`config.mk`:
```
export PLATFORM = sky130hd
export DESIGN_NAME = gan_mac_arbiter
export DESIGN_NICKNAME = d
export VERILOG_FILES = /design/src/rtl/gan_mac_arbiter.sv
export SDC_FILE = /design/constraint.sdc
export NUM_CORES = 1
export LEC_CHECK = 0
export ABC_AREA = 0
export CORE_ASPECT_RATIO = 0.7
export CORE_UTILIZATION = 30
export DETAILED_ROUTE_END_ITERATION = 10
export GPL_TIMING_DRIVEN = 1
export PLACE_DENSITY = 0.56
export REMOVE_ABC_BUFFERS = 1
export SYNTH_ARGS = -nofsm -noshare
export SYNTH_HDL_FRONTEND = slang
export SYNTH_SLANG_ARGS = --single-unit
```
`constraint.sdc`:
```
create_clock -name clk_i -period 2.75 [get_ports clk_i]
set_clock_uncertainty 0.05 [all_clocks]
set_input_delay 0.275 -clock clk_i [delete_from_list [all_inputs] [get_ports clk_i]]
set_output_delay 0.275 -clock clk_i [all_outputs]
set_load 0.005 [all_outputs]
```
`src/rtl/gan_mac_arbiter.sv`:
```
// gan_mac_arbiter: round-robin arbiter for a shared MAC engine, with a hold-time watchdog.
//
// Grant sequence: IDLE picks a requester, GRANTED holds the grant, and COOLDOWN
// keeps the engine idle for one cycle. Because the IDLE decision is registered,
// two grants are always separated by at least two cycles with no grant.
//
// Ports
//   clk_i          clock (all logic on the rising edge)
//   rst_i          synchronous active-high reset
//   req_i          level request per requester
//   release_i      one-cycle pulse from the holder to end its use
//   err_clr_i      clears timeout_err_o
//   grant_o        one-hot ownership of the engine (registered)
//   grant_id_o     index of the current holder (valid while busy_o)
//   busy_o         OR of grant_o (registered)
//   timeout_err_o  sticky flag, set when the watchdog revokes a grant
//   err_id_o       index of the requester that was revoked last
//
// state     | meaning
// S_IDLE    | no holder; grant the first pending request at or after rr_ptr
// S_GRANTED | one requester owns the engine; the hold counter runs
// S_COOLDOWN| one forced idle cycle after a release or a revoke
module gan_mac_arbiter #(
   parameter int NUM_REQ  = 4,
   parameter int ID_WIDTH = 2,
   parameter int TIMEOUT  = 4096
) (
   input  logic                clk_i,
   input  logic                rst_i,
   input  logic [NUM_REQ-1:0]  req_i,
   input  logic [NUM_REQ-1:0]  release_i,
   input  logic                err_clr_i,
   output logic [NUM_REQ-1:0]  grant_o,
   output logic [ID_WIDTH-1:0] grant_id_o,
   output logic                busy_o,
   output logic                timeout_err_o,
   output logic [ID_WIDTH-1:0] err_id_o
);

   localparam int CNT_W = (TIMEOUT > 2) ? $clog2(TIMEOUT) : 1;
   localparam logic [CNT_W-1:0] HOLD_LAST = CNT_W'(TIMEOUT - 1);

   typedef enum logic [1:0] {
      S_IDLE     = 2'd0,
      S_GRANTED  = 2'd1,
      S_COOLDOWN = 2'd2
   } state_t;

   state_t              state_q, state_d;
   logic [NUM_REQ-1:0]  grant_q, grant_d;
   logic                busy_q, busy_d;
   logic [ID_WIDTH-1:0] grant_id_q, grant_id_d;
   logic [ID_WIDTH-1:0] rr_ptr_q, rr_ptr_d;
   logic [CNT_W-1:0]    hold_q, hold_d;
   logic                err_q, err_d;
   logic [ID_WIDTH-1:0] err_id_q, err_id_d;

   // Round-robin pick: rotate the request vector so rr_ptr lands on bit 0,
   // then take the lowest set bit of the rotated vector.
   logic [2*NUM_REQ-1:0] req_dbl;
   logic [2*NUM_REQ-1:0] req_rot;
   logic                 pick_vld;
   logic [ID_WIDTH-1:0]  pick_id;

   assign req_dbl = {req_i, req_i};
   assign req_rot = req_dbl >> rr_ptr_q;

   always_comb begin
      pick_vld = 1'b0;
      pick_id  = '0;
      for (int k = 0; k < NUM_REQ; k++) begin
         if (!pick_vld && req_rot[k]) begin
            pick_vld = 1'b1;
            pick_id  = ID_WIDTH'((int'(rr_ptr_q) + k) % NUM_REQ);
         end
      end
   end

   // grant_q is one-hot, so masking with it isolates the holder's bits and
   // makes non-holder release pulses irrelevant.
   logic hold_rel;
   logic hold_req;

   assign hold_rel = |(release_i & grant_q);
   assign hold_req = |(req_i & grant_q);

   always_comb begin
      state_d    = state_q;
      grant_d    = grant_q;
      grant_id_d = grant_id_q;
      rr_ptr_d   = rr_ptr_q;
      hold_d     = hold_q;
      err_d      = err_q & ~err_clr_i;
      err_id_d   = err_id_q;

      case (state_q)
         S_IDLE: begin
            grant_d = '0;
            if (pick_vld) begin
               state_d    = S_GRANTED;
               grant_d    = NUM_REQ'(1) << pick_id;
               grant_id_d = pick_id;
               rr_ptr_d   = ID_WIDTH'((int'(pick_id) + 1) % NUM_REQ);
               hold_d     = '0;
            end
         end
         S_GRANTED: begin
            if (hold_rel || !hold_req) begin
               state_d = S_COOLDOWN;
               grant_d = '0;
            end else if (hold_q == HOLD_LAST) begin
               // Watchdog revoke; its set overrides a simultaneous err_clr.
               state_d  = S_COOLDOWN;
               grant_d  = '0;
               err_d    = 1'b1;
               err_id_d = grant_id_q;
            end else begin
               hold_d = hold_q + 1'b1;
            end
         end
         S_COOLDOWN: begin
            state_d = S_IDLE;
            grant_d = '0;
         end
         default: begin
            state_d = S_IDLE;
            grant_d = '0;
         end
      endcase

      busy_d = |grant_d;
   end

   always_ff @(posedge clk_i) begin
      if (rst_i) begin
         state_q    <= S_IDLE;
         grant_q    <= '0;
         busy_q     <= 1'b0;
         grant_id_q <= '0;
         rr_ptr_q   <= '0;
         hold_q     <= '0;
         err_q      <= 1'b0;
         err_id_q   <= '0;
      end else begin
         state_q    <= state_d;
         grant_q    <= grant_d;
         busy_q     <= busy_d;
         grant_id_q <= grant_id_d;
         rr_ptr_q   <= rr_ptr_d;
         hold_q     <= hold_d;
         err_q      <= err_d;
         err_id_q   <= err_id_d;
      end
   end

   assign grant_o       = grant_q;
   assign busy_o        = busy_q;
   assign grant_id_o    = grant_id_q;
   assign timeout_err_o = err_q;
   assign err_id_o      = err_id_q;

endmodule

```
## Word level (Yosys, flattened, before mapping)

Index checks and enable logic that the tools add are counted.

- Bits in registers: 26
- Input bits: 11
- Output and inout bits: 10
- Word-level logic and storage cells: 66

- $add $sub $neg: 5
- Equality and inequality tests: 6
- Shift-type cells: 2
- Muxes and demuxes: 23
- Bitwise logic cells: 5
- Reductions and logical operators: 17

Operators with widths:

| cell | count |
|---|---|
| $mux 12 | 3 |
| $pmux 12 s2 | 1 |
| $mux 2 | 7 |
| $add 12x1->12 const B | 1 |
| $eq 12x12->1 const B | 1 |
| $mux 4 | 3 |
| $reduce_or 4->1 | 3 |
| $and 4x4->4 | 2 |
| $pmux 4 s2 | 1 |
| $shr 8x2->4 | 1 |
| $mux 1 | 7 |
| $ne 2x2->1 const B | 3 |
| $add 2x1->2 const B | 2 |
| $add 2x2->2 const B | 2 |
| $logic_not 1->1 | 4 |
| $pmux 2 s2 | 1 |
| $reduce_and 2->1 | 2 |
| $reduce_and 4->1 | 1 |
| $shl 1x2->4 const A | 1 |
| $logic_and 1x1->1 | 3 |
| $ne 3x3->1 const B | 1 |
| $reduce_and 3->1 | 1 |
| $eq 2x1->1 const B | 1 |
| $logic_not 2->1 | 1 |
| 4 further kinds | 5 |

## Logic depth before layout (Yosys ltp)

Gate-level depths: netlist of run 1.

- Word-level depth: 15
- Mapped depth: 8
- Depth with buffers taken out: 8

## Worst setup path after synthesis of run 1

No wires, ideal clock.

- Path type: register to register
- Start: register hold_q[0]
- End: register hold_q[8]
- Library setup time: 0.071 ns
- Arrival time: 2.001 ns
- Data required time: 2.629 ns
- Path slack: 0.628 ns
- Cell stages (with the launch flop): 9
- Buffers on the path: 2
- Period minus slack after synthesis: 2.122 ns
- Path through: dfxtp_1 ha_1 and2_1 and4_4 buf_6 or3_4 buf_6 or3_1 a21oi_1

- Cells in the longest elaborated chain, start to end: 4
- Elaborated cells between the ends (all ways): 7
- Those cells by class: add/sub: 1; eq/ne: 2; mux: 3; reduce/logical: 1

RTL lines:

| item | line | source |
|---|---|---|
| start, declared | 54 | `logic [CNT_W-1:0] hold_q, hold_d;` |
| start signal, assigned | 150 | `hold_q <= hold_d;` |
| $add 12x1->12 | 118 | `hold_d = hold_q + 1'b1;` |
| $mux 12 | 111 | `end else if (hold_q == HOLD_LAST) begin` |
| $mux 12 | 108 | `if (hold_rel \|\| !hold_req) begin` |
| $pmux 12 s2 | 96 | `case (state_q)` |

Several ways; a longest one is shown, not always the timed one. The select of a mux whose other input is x is not followed.
A chain may end at the register's enable or synchronous reset.

## Final worst setup path of run 1

- Start: register hold_q[0]
- End: register hold_q[10]

The elaborated chain is that of the path after synthesis.

==> results of run 1 <==
==> final cells by class <==
type	count	area, sq um	share of cell area, %
Clock buffer	4	55.05	3.526
Timing Repair Buffer	22	215.2	13.78
Multi-Input combinational cell	114	686.9	43.99
Inverter	5	18.77	1.202
Sequential cell	26	520.5	33.33
Tap cell	52	65.06	4.167
==> routing by layer <==
metal | up-vias | track usage, % | share of wire, %
met4 | 0 | 6.122 | 1.5
met1 | 516 | 22.79 | 55
met2 | 27 | 16.85 | 37
met3 | 4 | 2.439 | 5.9
met5 | - | 0 | 0
li1 | 587 | - | -
==> worst reg2reg max path, cell delays in order (launching register included) <==
cell	delay (ns)
dfxtp_1	0.34
ha_1	0.28
and2_1	0.20
and4_4	0.21
or3_4	0.47
or3_2	0.47
a21oi_1	0.14
==> power by group <==
| part | internal, mW | switching (mW) |
|---|---|---|
| logic | 0.0784 | 0.0888 |
| clock network | 0.128 | 0.118 |
| registers | 0.398 | 0.0207 |
| total | 0.605 | 0.228 |
==> state kept, by name, indices dropped and copies added (netlist names) <==
register,count
hold_q,12
grant_o,4
err_id_o,2
grant_id_o,2
rr_ptr_q,2
state_q,2
busy_o,1
timeout_err_o,1
==> metrics by stage <==
step,setup WS (ns),cells,power [mW]
after floorplan,0.6954,145,0.5139
after global placement,0.3280,219,0.5908
after detailed placement,0.2860,219,0.5934
after CTS,0.5215,223,0.8420
after global routing,0.3931,223,0.8900
final,0.5062,223,0.8325
==> synth_stat cells <==
cell type	instances
nor4_1	4
or3_1	3
inv_1	5
clkbuf_1	3
nor2b_1	1
ha_1	3
o21a_1	1
or3_2	4
o22ai_1	1
o21ai_1	1
xnor2_1	5
o211ai_1	1
nand2_1	13
and4_4	1
and2_1	4
buf_6	3
buf_1	1
a211oi_1	2
nor2_1	16
a32oi_1	2
a21oi_1	16
o21ai_0	7
or2_2	1
nor3_1	4
dfxtp_1	26
mux2i_1	3
or3_4	1
o32a_1	1
nor3b_1	1
and4_1	2
nand2b_1	2
nor4b_1	1
a22o_1	2
nand4_1	4
nand3_1	6
a222oi_1	1
==> kinds of logic (layout without fill, tap and decap cells) <==
group | count (synthesis) | after routing | synth area share [%]
AND/OR/NAND/NOR | 68 | 68 | 28.56
AO/OA/AOI/OAI | 35 | 35 | 16.59
flip-flops | 26 | 26 | 40.82
buffers and inverters | 12 | 31 | 5.299
XOR/XNOR | 5 | 5 | 3.435
adder cells (fa/ha/maj) | 3 | 3 | 2.944
multiplexers | 3 | 3 | 2.355
==> worst max-delay path by stage <==
stage                  from          to  slack (ns)  depth (start not counted)
6_report          hold_q[0]  hold_q[10]        0.51                          6
5_1_grt            req_i[0]      busy_o        0.39                          9
4_1_cts           hold_q[0]  hold_q[10]        0.52                          6
3_5_place_dp   release_i[0]   hold_q[9]        0.29                          6
3_3_place_gp   release_i[0]   hold_q[5]        0.33                          6
2_1_floorplan     hold_q[0]  hold_q[10]        0.70                          6
==> placed cells by master, fill, tap and decap left out, types with 2 or more instances in the layout <==
cell / count
a211oi_1: 2
a21oi_1: 16
a22o_1: 2
a32oi_1: 2
and2_1: 4
and4_1: 2
buf_4: 2
clkbuf_8: 4
clkdlybuf4s50_1: 20
dfxtp_1: 26
ha_1: 3
inv_1: 5
mux2i_1: 3
nand2_1: 13
nand2b_1: 2
nand3_1: 6
nand4_1: 4
nor2_1: 16
nor3_1: 4
nor4_1: 4
o21ai_0: 7
or3_1: 3
or3_2: 4
xnor2_1: 5
==> metrics.yaml, run 1 <==
clock_network:
  clkSinkCount: 26
  path_clk_slew_ns: 0.09
  cts_tree: "done"
  cts-hold-fix-buffers: 0
  cts_setup_buffers: 0
  cts-root-buf: "clkbuf_8"
  cts_resized: 0
  numCtsBuffers: 3
  clk_path_buf_depth: 2
  htreeDepth: 1
  clk_latency_ns: 0.27
worst_setup_path:
  worst-path-buf-inv: 0
  start_kind: "register"
  crit_family: "simple AND/OR/NAND/NOR gates"
  worstPathCellList: "ha_1, and2_1, and4_4, or3_4, or3_2, a21oi_1"
  r2r_setup_slack_ns: 0.51
  arrival_ns: 2.39
  rr_startpoint: "hold_q[0]"
  reg2regPathDepth: 6
  reg2reg_to: "hold_q[10]"
  slowest_stage: "or3_4"
  cp-end-kind: "register"
  slowest_delay_ns: 0.47
  path_max_fanout: 15
  crit_type: "register to register"
  worstPathRequired_ns: 2.90
sta:
  timing.setup.tns_ns: 0
  whs_ns: 0.4289
  finalCriticalPeriod_ns: 2.244
  hold_viol: 0
  worstMarginPinSlew_ns: 0.9693
  setup_viol: 0
  slew_headroom_pct: 34.88
  rsz0062_at_grt: "false"
  maxSlewViolCount: 0
  fmax_mhz: 445.7
  min_period_over_period_pct: 81.59
worst_hold_path:
  hold_class: "register to register"
  holdPathStages: 2
  hp-start: "grant_id_o[1]"
  hold_end: "grant_id_o[1]"
drt:
  drc_errors: 0
  wl_per_cell_microns: 12.97
  postRouteAntennaNets: 0
  vias: 1134
  routed_via_density: 5.085
  wirelength_microns: 2892
  drt_iter0_drc: 71
  first_pass_iters: 5
floorplan:
  num_rows: 19
  initial_core_util_pct: 31.92
  die_area_sq_um: 4519
  chipWidth_microns: 79.92
  die_h_microns: 56.55
  num_io_pins: 21
  core_area_sq_um: 3994
layout:
  antenna_cells: 0
  design_area_sq_um: 1562
  syn2layout_area_growth_pct: 22.47
  drive_gt1_share_pct: 7.602
  final_nets: 186
  utilization_pct: 39.10
  num-fill-cells: 426
yosys:
  yosys_warnings: 0
  synth_seq_cells: 26
  yosysUniqueCellTypes: 36
  syn_avg_cell_area_sq_um: 8.388
  yosysTopAreaCellShare_pct: 40.82
  synth-seq-area-share_pct: 40.82
  syn-instance-count: 152
  synthTopCellsByArea: "dfxtp_1, a21oi_1, nor2_1, nand2_1, xnor2_1"
  synth_area_sq_um: 1275
  synth_top_area_cell: "dfxtp_1"
grt:
  grt_pass1_wl_microns: 4788
  grt.total_usage_pct: 13.95
  first_global_vias: 968
  grt_overflow: 0
  grt_max_degree: 16
  antenna_found_initial: 0
power:
  power.density_nw_per_um2: 533.1
  ir_worst_vdd_v: 0.0003648
  p_leak_nw: 0.5185
place:
  place_congestion: 0.8469
  port_buffers: 20
  dpl_cell_area_sq_um: 1506
  dpl.hpwl_microns: 2185
run_status:
  status: "completed"
job:
  max_cap_viol_count: 0
Note: power is estimated with default switching activity, not from simulation.
==> run 2: changes to the inputs <==
--- a/config.mk
+++ b/config.mk
@@ -10,7 +10,7 @@
 export CORE_UTILIZATION = 30
 export DETAILED_ROUTE_END_ITERATION = 10
 export GPL_TIMING_DRIVEN = 1
-export PLACE_DENSITY = 0.56
+export PLACE_DENSITY = 0.58
 export REMOVE_ABC_BUFFERS = 1
 export SYNTH_ARGS = -nofsm -noshare
 export SYNTH_HDL_FRONTEND = slang
==> constraint.sdc (replaced) <==
create_clock -name clk_i -period 2 [get_ports clk_i]
set_clock_uncertainty 0.05 [all_clocks]
set_input_delay 0.2 -clock clk_i [delete_from_list [all_inputs] [get_ports clk_i]]
set_output_delay 0.2 -clock clk_i [all_outputs]
set_load 0.005 [all_outputs]
==> metrics.yaml, run 2 (same netlist as run 1, synthesis figures left out) <==
layout:
  num-fill-cells: 400  # was 426
  stdcell_count: 252  # was 223
  top_register: "hold_q"  # unchanged
  syn2layout_area_growth_pct: 42.00  # was 22.47%
  multi_input_area_sq_um: 709.4  # was 686.9 sq um
  regArea_sq_um: 520.5  # unchanged
  layout_common_cells: "buf_4, dfxtp_1, clkdlybuf4s50_1, nor2_1"  # was dfxtp_1, clkdlybuf4s50_1, nor2_1, a21oi_1, nand2_1
  drive_gt1_share_pct: 22.50  # was 7.602%
  largest_reg_flops: 12  # unchanged
  layout_commonest_cell: "buf_4"  # was dfxtp_1
  final_nets: 215  # was 186
  antenna_cells: 0  # unchanged
  design_area_sq_um: 1810  # was 1562 sq um
grt:
  grt_max_degree: 16  # unchanged
  grt_pass1_wl_microns: 5451  # was 4788 microns
  first_global_vias: 1134  # was 968
  grt.total_usage_pct: 15.90  # was 13.95%
  grt_overflow: 0  # unchanged
  antenna_found_initial: 0  # unchanged
clock_network:
  clkSinkCount: 26  # unchanged
  path_clk_slew_ns: 0.08  # was 0.09 ns
  cts-root-buf: "clkbuf_8"  # unchanged
  clk_path_buf_depth: 2  # unchanged
  clk_latency_ns: 0.27  # about the same
  cts_tree: "done"  # unchanged
  numCtsBuffers: 3  # unchanged
  cts-hold-fix-buffers: 0  # unchanged
  htreeDepth: 1  # unchanged
floorplan:
  initial_core_util_pct: 31.92  # unchanged
  die_area_sq_um: 4519  # unchanged
  core_area_sq_um: 3994  # unchanged
  num_rows: 19  # unchanged
  die_h_microns: 56.55  # unchanged
  chipWidth_microns: 79.92  # unchanged
  num_io_pins: 21  # unchanged
place:
  place_ws_ns: -0.2741  # was 0.2860 ns
  dp_cells: 246  # was 219
  place_congestion: 0.8134  # was 0.8469
  port_buffers: 20  # unchanged
  dpl.hpwl_microns: 2578  # was 2185 microns
  dpl_cell_area_sq_um: 1709  # was 1506 sq um
worst_setup_path:
  slowest_stage: "or3_2"  # was or3_4
  path_max_fanout: 6  # was 15
  slowest_delay_ns: 0.47  # about the same
  worstPathCellList: "clkdlybuf4s50_1, a222oi_1, o21ai_1, or3_4, or3_2, a21oi_2"  # was ha_1, and2_1, and4_4, or3_4, or3_2, a21oi_1
  rr_startpoint: "hold_q[0]"  # unchanged
  worstPathRequired_ns: 2.16  # was 2.90 ns
  start_kind: "input pin"  # was register
  crit_start: "release_i[0]"  # was hold_q[0]
  arrival_ns: 2.18  # was 2.39 ns
  cp-end-kind: "register"  # unchanged
  crit_type: "input pin to register"  # was register to register
drt:
  vias: 1265  # was 1,134
  first_pass_iters: 6  # was 5
  postRouteAntennaNets: 0  # unchanged
  drt_iter0_drc: 78  # was 71
  wirelength_microns: 3402  # was 2892 microns
  drc_errors: 0  # unchanged
  routed_via_density: 5.020  # was 5.085
  wl_per_cell_microns: 13.50  # was 12.97 microns
sta:
  slew_headroom_pct: 76.73  # was 34.88%
  worstMarginPinSlew_ns: 0.3459  # was 0.9693 ns
  setup_viol: 3  # was 0
  min_period_over_period_pct: 100.8
  rsz0062_at_grt: "true"  # was false
  whs_ns: 0.4299  # was 0.4289 ns
  finalCriticalPeriod_ns: 2.015
  hold_viol: 0  # unchanged
  maxSlewViolCount: 0  # unchanged
  fmax_mhz: 496.2
  worst_slack_ns: -0.01529  # was 0.5062 ns
power:
  p_leak_nw: 0.6665  # was 0.5185 nW
  power.density_nw_per_um2: 729.3  # was 533.1 nW/um^2
  total_power_mw: 1.320  # was 0.8325 mW
  ir_worst_vdd_v: 0.0002877  # was 0.0003648 V
worst_hold_path:
  hold_class: "register to register"  # unchanged
  hp-start: "grant_id_o[1]"  # unchanged
run_status:
  status: "finished, violations left"  # was completed
  violations: "setup timing"
job:
  max_cap_viol_count: 0  # unchanged
## run 2: cell count changes in the layout (fill, tap and decap cells not counted), sizes merged
cell	previous run	this run
clkbuf	4	3
bufinv	0	1
buf	2	30
or3	8	9
## run 2: path summary, 6_finish.rpt
check,end,slack [ns],cells past startpoint
worst max register to register,hold_q[9],0.01,6
worst min-delay path,grant_id_o[1],0.43,2
worst max-delay path,hold_q[9],-0.02,6
worst min register to register,grant_id_o[1],0.43,2
## run 2: repair_timing
item,CTS,global route
gates resized for setup,1,3
buffers inserted,1,0
pin swaps,1,3
cloned,1,0
setup endpoints to repair,4,6
hold endpoints to repair,0,0
## run 2: area by class of cell
cell class	instances	area share [%]
flip-flops and latches	26	28.75
clock inverters	1	1.659
multi-input cells	115	39.18
clock buffers	3	2.281
well taps	52	3.594
repair buffers	50	23.50
inverters	5	1.037
## run 2: per-stage QoR
step | util (%) | setup TNS [ns]
final | 45.33 | -0.03072
after global routing | 45.33 | -0.2238
after CTS | 45.05 | 0
after detailed placement | 42.79 | -1.845
after global placement | 42.79 | -1.206
after floorplan | - | -0.2185
## run 2: power breakdown
group	internal [mW]	total, mW	switching, mW	leakage [nW]
logic	0.166	0.314	0.148	0.420
clock network	0.268	0.432	0.164	0.0357
registers	0.548	0.575	0.0267	0.211
## run 2: critical path, delay by kind of cell
kind                   cells  cell delay [ns]
buffers and inverters      1             0.41
AOI/OAI and AO/OA          3             0.65
and+or+nand+nor            2             0.91
## run 2: layer usage
metal / vias up / track usage [%] / share of wire, %
met4: 0 / 5.357 / 1.2
met1: 580 / 24.35 / 54
li1: 648 / - / -
met3: 8 / 3.415 / 3.8
met2: 29 / 21.49 / 41
met5: - / 0 / 0
==> run 3: changes to the inputs <==
--- a/config.mk
+++ b/config.mk
@@ -6,11 +6,13 @@
 export NUM_CORES = 1
 export LEC_CHECK = 0
 export ABC_AREA = 0
+export CELL_PAD_IN_SITES_DETAIL_PLACEMENT = 2
+export CELL_PAD_IN_SITES_GLOBAL_PLACEMENT = 2
 export CORE_ASPECT_RATIO = 0.7
-export CORE_UTILIZATION = 30
+export CORE_UTILIZATION = 28
 export DETAILED_ROUTE_END_ITERATION = 10
 export GPL_TIMING_DRIVEN = 1
-export PLACE_DENSITY = 0.58
+export PLACE_DENSITY = 0.81
 export REMOVE_ABC_BUFFERS = 1
 export SYNTH_ARGS = -nofsm -noshare
 export SYNTH_HDL_FRONTEND = slang
==> metrics.yaml, run 3 (same netlist as run 1, synthesis figures left out) <==
clock_network:
  clk_latency_ns: 0.29  # was 0.27 ns
  clk_path_buf_depth: 2  # unchanged
  cts-root-buf: "clkbuf_8"  # unchanged
  cts_tree: "done"  # unchanged
  clkSinkCount: 26  # unchanged
  htreeDepth: 1  # unchanged
  path_clk_slew_ns: 0.10  # was 0.08 ns
  numCtsBuffers: 3  # unchanged
worst_setup_path:
  slowest_delay_ns: 0.42  # was 0.47 ns
  start_kind: "register"  # was input pin
  cp-end-kind: "register"  # unchanged
  worstPathCellList: "ha_2, and2_4, and4_4, or3_4, buf_6, o32a_1, o211ai_1"  # was clkdlybuf4s50_1, a222oi_1, o21ai_1, or3_4, or3_2, a21oi_2
  worst-path-buf-inv: 1  # unchanged
  arrival_ns: 2.16  # was 2.18 ns
  crit_start: "hold_q[0]"  # was release_i[0]
  path_max_fanout: 6  # unchanged
  reg2regPathDepth: 7  # was 6
  cp.depth: 7  # was 6
  slowest_stage: "or3_4"  # was or3_2
  crit_type: "register to register"  # was input pin to register
  crit_family: "simple AND/OR/NAND/NOR gates"  # unchanged
  worstPathRequired_ns: 2.17  # was 2.16 ns
  rr_startpoint: "hold_q[0]"  # unchanged
job:
  max_cap_viol_count: 0  # unchanged
worst_hold_path:
  holdPathStages: 2  # unchanged
  hp-start: "timeout_err_o"  # was grant_id_o[1]
  hold_class: "register to register"  # unchanged
drt:
  drt_iter0_drc: 75  # was 78
  vias: 1405  # was 1,265
  first_pass_iters: 4  # was 6
  postRouteAntennaNets: 0  # unchanged
  wl_met3_microns: 189  # was 130 microns
  wl_met1_microns: 2394  # was 1849 microns
  wirelength_microns: 5568  # was 3402 microns
  met2_length_microns: 2791  # was 1378 microns
  routed_via_density: 5.510  # was 5.020
  top_layer: "met4"  # unchanged
  wl_per_cell_microns: 21.84  # was 13.50 microns
  drc_errors: 0  # unchanged
layout:
  multi_input_area_sq_um: 768.2  # was 709.4 sq um
  num-fill-cells: 466  # was 400
  drive_gt1_share_pct: 29.00  # was 22.50%
  stdcell_count: 255  # was 252
  layout_commonest_cell: "buf_4"  # unchanged
  largest_reg_flops: 12  # unchanged
  syn2layout_area_growth_pct: 47.60  # was 42.00%
  utilization_pct: 43.22  # was 45.33%
  regArea_sq_um: 526.8  # was 520.5 sq um
  top_register: "hold_q"  # unchanged
  antenna_cells: 0  # unchanged
  layout_common_cells: "buf_4, dfxtp_1, clkdlybuf4s50_1, nor2_1, nand2_1"  # was buf_4, dfxtp_1, clkdlybuf4s50_1, nor2_1
  final_nets: 215  # unchanged
sta:
  setup_viol: 0  # was 3
  min_period_over_period_pct: 99.59  # was 100.8%
  maxSlewViolCount: 0  # unchanged
  finalCriticalPeriod_ns: 1.992  # was 2.015 ns
  whs_ns: 0.4476  # was 0.4299 ns
  hold_viol: 0  # unchanged
  fmax_mhz: 502.1  # was 496.2 MHz
  rsz0062_at_grt: "true"  # unchanged
  worstMarginPinSlew_ns: 0.3820  # was 0.3459 ns
  timing.setup.tns_ns: 0  # was -0.03072 ns
  slew_headroom_pct: 74.30  # was 76.73%
place:
  place_congestion: 0.7935  # was 0.8134
  dpl.hpwl_microns: 3684  # was 2578 microns
  dp_cells: 248  # was 246
  port_buffers: 20  # unchanged
grt:
  grt_pass1_wl_microns: 8590  # was 5451 microns
  grt_max_degree: 16  # unchanged
  first_global_vias: 1505  # was 1,134
  grt_overflow: 0  # unchanged
  antenna_found_initial: 0  # unchanged
  grt.total_usage_pct: 25.40  # was 15.90%
floorplan:
  die_h_microns: 58.46  # was 56.55 microns
  initial_core_util_pct: 29.28  # was 31.92%
  die_area_sq_um: 4832  # was 4519 sq um
  num_rows: 20  # was 19
  chipWidth_microns: 82.66  # was 79.92 microns
  num_io_pins: 21  # unchanged
  core_area_sq_um: 4354  # was 3994 sq um
power:
  power.density_nw_per_um2: 748.1  # was 729.3 nW/um^2
  ir_worst_vdd_v: 0.0003481  # was 0.0002877 V
  p_leak_nw: 0.6828  # was 0.6665 nW
  total_power_mw: 1.408  # was 1.320 mW
run_status:
  status: "completed"  # was finished, violations left
==> run 3: changes by cell type in the layout (fill, tap and decap cells not counted), moves of 2 or more <==
| cell | change |
|---|---|
| a21oi_1 | -2 |
| a21oi_2 | +2 |
| dfxtp_1 | -3 |
| dfxtp_2 | +2 |
| nor3_1 | -2 |
| nor3_2 | +2 |
| o21ai_0 | -2 |
| or3_2 | -4 |
| or3_4 | +5 |
==> run 3: worst min-delay path, cell delays in order (launching register included) <==
cell and delay [ns]:
dfxtp_1 0.34, a21oi_1 0.06, nor2_1 0.06
==> run 3: what timing repair did <==
action	in CTS	in global routing
gates resized for setup	12	14
pin swaps	3	10
cloned	1	0
hold buffers	0	0
setup buffers	1	1
endpoints found under the setup margin	7	10
==> run 3: path summary, 6_finish.rpt <==
kind,endpoint,slack [ns]
hold / removal,timeout_err_o,0.45
hold reg to reg,timeout_err_o,0.45
setup reg to reg,busy_o,0.008
setup / recovery,busy_o,0.008
==> run 3: power breakdown <==
group          internal, mW  switching (mW)  total (mW)
Clock                 0.269           0.189       0.458
Combinational         0.173           0.192       0.365
Sequential            0.548          0.0355       0.584
==> run 3: layer usage <==
metal	GRT usage (%)	up-vias
met5	0	-
met4	13.05	0
met3	4.806	16
met2	42.97	37
met1	30.68	707
li1	-	645
==> run 3: cell type report <==
type	count	area share, %
multi-input combinational	115	40.82
sequential	26	27.99
timing repair buffer	50	22.74
tap	55	3.657
clock buffer	3	2.194
clock inverter	1	1.596
inverter	5	0.9973
==> run 3: stage by stage <==
step,setup WS [ns],cell area (sq um)
after CTS,-0.06355,1827
after global placement,-0.2079,1705
final,0.008279,1882
after floorplan,-0.05462,1226
after detailed placement,-0.3026,1705
after global routing,-0.05082,1882
==> RTL change: new RTL, flow settings as in run 1 <==
Re-encode `state_t` (3 states) as one-hot, 3 bits wide.
--- a/src/rtl/gan_mac_arbiter.sv
+++ b/src/rtl/gan_mac_arbiter.sv
@@ -41,8 +41,8 @@
    localparam logic [CNT_W-1:0] HOLD_LAST = CNT_W'(TIMEOUT - 1);
 
-   typedef enum logic [1:0] {
-      S_IDLE     = 2'd0,
-      S_GRANTED  = 2'd1,
-      S_COOLDOWN = 2'd2
+   typedef enum logic [2:0] {
+      S_IDLE     = 3'b001,
+      S_GRANTED  = 3'b010,
+      S_COOLDOWN = 3'b100
    } state_t;
 
Formal check against the unedited RTL: no difference found for any inputs over 10 cycles, from zero or initial values and one cycle with rst_i high; not proved beyond that.
==> RTL change against run 1 <==
  * Routed wire length is 7.1% higher
  * Worst setup slack better by 0.15 ns
  * Synthesized area is 3.7% higher
  * Cell area is 6.3% higher
  * Sequential cell count is 1 higher
  * Cell count is 3.1% higher
  * Die area is 3.6% higher
Power is not compared: it rests on default switching activity, and its combinational part moved more than twofold at a synthesized area within 25%.
==> RTL change: results (changes against run 1) <==
<table>
<tr><th>Metric</th><th>Value</th></tr>
<tr><th colspan="2">Yosys</th></tr>
<tr><td>Number of different library cells in the post-synthesis netlist</td><td>34 (-5.6%)</td></tr>
<tr><td>Synth cell count leaders</td><td>sky130_fd_sc_hd__dfxtp_1 (27), sky130_fd_sc_hd__nor2_1 (25), sky130_fd_sc_hd__nand2_1 (10), sky130_fd_sc_hd__nand3_1 (8), sky130_fd_sc_hd__xnor2_1 (7)</td></tr>
<tr><td>Number of warnings printed during yosys synthesis</td><td>0 (unchanged)</td></tr>
<tr><td>Ranking of synthesized cells by area</td><td>sky130_fd_sc_hd__dfxtp_1 (41%), sky130_fd_sc_hd__nor2_1 (7.1%), sky130_fd_sc_hd__xnor2_1 (4.6%), sky130_fd_sc_hd__xor2_1 (3.3%), sky130_fd_sc_hd__mux2i_1 (3.0%)</td></tr>
<tr><td>Sequential share of the synthesized area</td><td>0.409 (+0.000461)</td></tr>
<tr><th colspan="2">Detailed routing</th></tr>
<tr><td>Mean number of vias per cell</td><td>5.26 (+3.4%)</td></tr>
<tr><td>Iter 0 DRT Violations</td><td>165 (+130%)</td></tr>
<tr><td>Average detailed-routed wire length per instance</td><td>13.5 um (+3.9%)</td></tr>
<tr><td>DRT Pass-1 Iters</td><td>4 (-1)</td></tr>
<tr><th colspan="2">GRT</th></tr>
<tr><td>Total routing usage reported by global routing</td><td>0.151 (+0.0113)</td></tr>
<tr><td>Vias in the first global route</td><td>1135 (+17%)</td></tr>
<tr><td>Wire length of the first global-routing pass</td><td>5350 um (+12%)</td></tr>
<tr><th colspan="2">Worst hold path</th></tr>
<tr><td>Hold/Removal Path Class</td><td>reg -&gt; reg</td></tr>
<tr><th colspan="2">Place</th></tr>
<tr><td>Final estimated routing congestion in global placement</td><td>0.898 (+6.0%)</td></tr>
<tr><td>Setup slack after placement</td><td>0.415 ns (+0.129 ns)</td></tr>
<tr><td>Placed wire-length estimate after detailed placement</td><td>2420 um (+11%)</td></tr>
<tr><th colspan="2">Worst setup path</th></tr>
<tr><td>Delay of the slowest cell on the worst path</td><td>0.51 ns (+0.04 ns)</td></tr>
<tr><td>Max Fanout on Critical Path</td><td>8 (-7)</td></tr>
<tr><td>Arrival @ worst endpoint</td><td>2.24 ns (-0.15 ns)</td></tr>
<tr><td>Cell with the biggest individual delay on the critical path</td><td>sky130_fd_sc_hd__a2111o_1</td></tr>
<tr><th colspan="2">Final layout</th></tr>
<tr><td>Flip-flop count of the largest register after layout</td><td>12 (unchanged)</td></tr>
<tr><td>Final-stage net count</td><td>193 (+3.8%)</td></tr>
<tr><td>Fraction of final layout cells with drive strength greater than 1</td><td>0.0674 (-0.00861)</td></tr>
<tr><th colspan="2">Outcome</th></tr>
<tr><td>Status</td><td>completed</td></tr>
<tr><th colspan="2">STA</th></tr>
<tr><td>Least-Margin Pin Slew</td><td>0.447 ns (-0.522 ns)</td></tr>
</table>
RTL change: metal layers:
layer,part of all wire,track usage,up-vias
li1,-,-,601
met1,0.52,0.224,572
met2,0.42,0.221,36
met3,0.058,0.0336,0
met4,0,0.0306,0
met5,0,0,-
RTL change: worst paths after layout:
path,cells after the start,endpoint,slack [ns],from
max,5,hold_q[1],0.66,state_q[1]
min reg2reg,1,state_q[0],0.46,state_q[2]
min,1,state_q[0],0.46,state_q[2]
max reg2reg,5,hold_q[1],0.66,state_q[1]
RTL change: cell type report:
type | count | area [sq um]
inverter | 5 | 18.8
fill | 399 | 2400
tap | 52 | 65.1
multi-input combinational | 117 | 752
clock inverter | 1 | 5.00
clock buffer | 3 | 41.3
timing repair buffer | 25 | 238
sequential | 27 | 541
RTL change: power by group through the flow:
| stage | Combinational [mW] | Sequential, mW | Clock [mW] |
|---|---|---|---|
| CTS | 0.428 | 0.507 | 0.229 |
| floorplan | 0.266 | 0.501 | 0 |
| finish | 0.428 | 0.506 | 0.220 |
| global placement | 0.420 | 0.512 | 0 |
| global route | 0.475 | 0.513 | 0.250 |
| detailed placement | 0.427 | 0.515 | 0 |
RTL change: per-stage QoR:
step | instances | instance area (sq um)
after floorplan | 149 | 1310
after global placement | 226 | 1610
after detailed placement | 226 | 1610
after CTS | 230 | 1660
after global routing | 230 | 1660
final | 230 | 1660
RTL change: cell families after synthesis:
kind of cell,share of synthesized area
muxes,0.0303
and+or+nand+nor,0.273
DFF,0.409
adders and majority gates,0.0284
AOI/OAI and AO/OA,0.157
xor gates and xnor gates,0.0795
buffers and inverters,0.0227
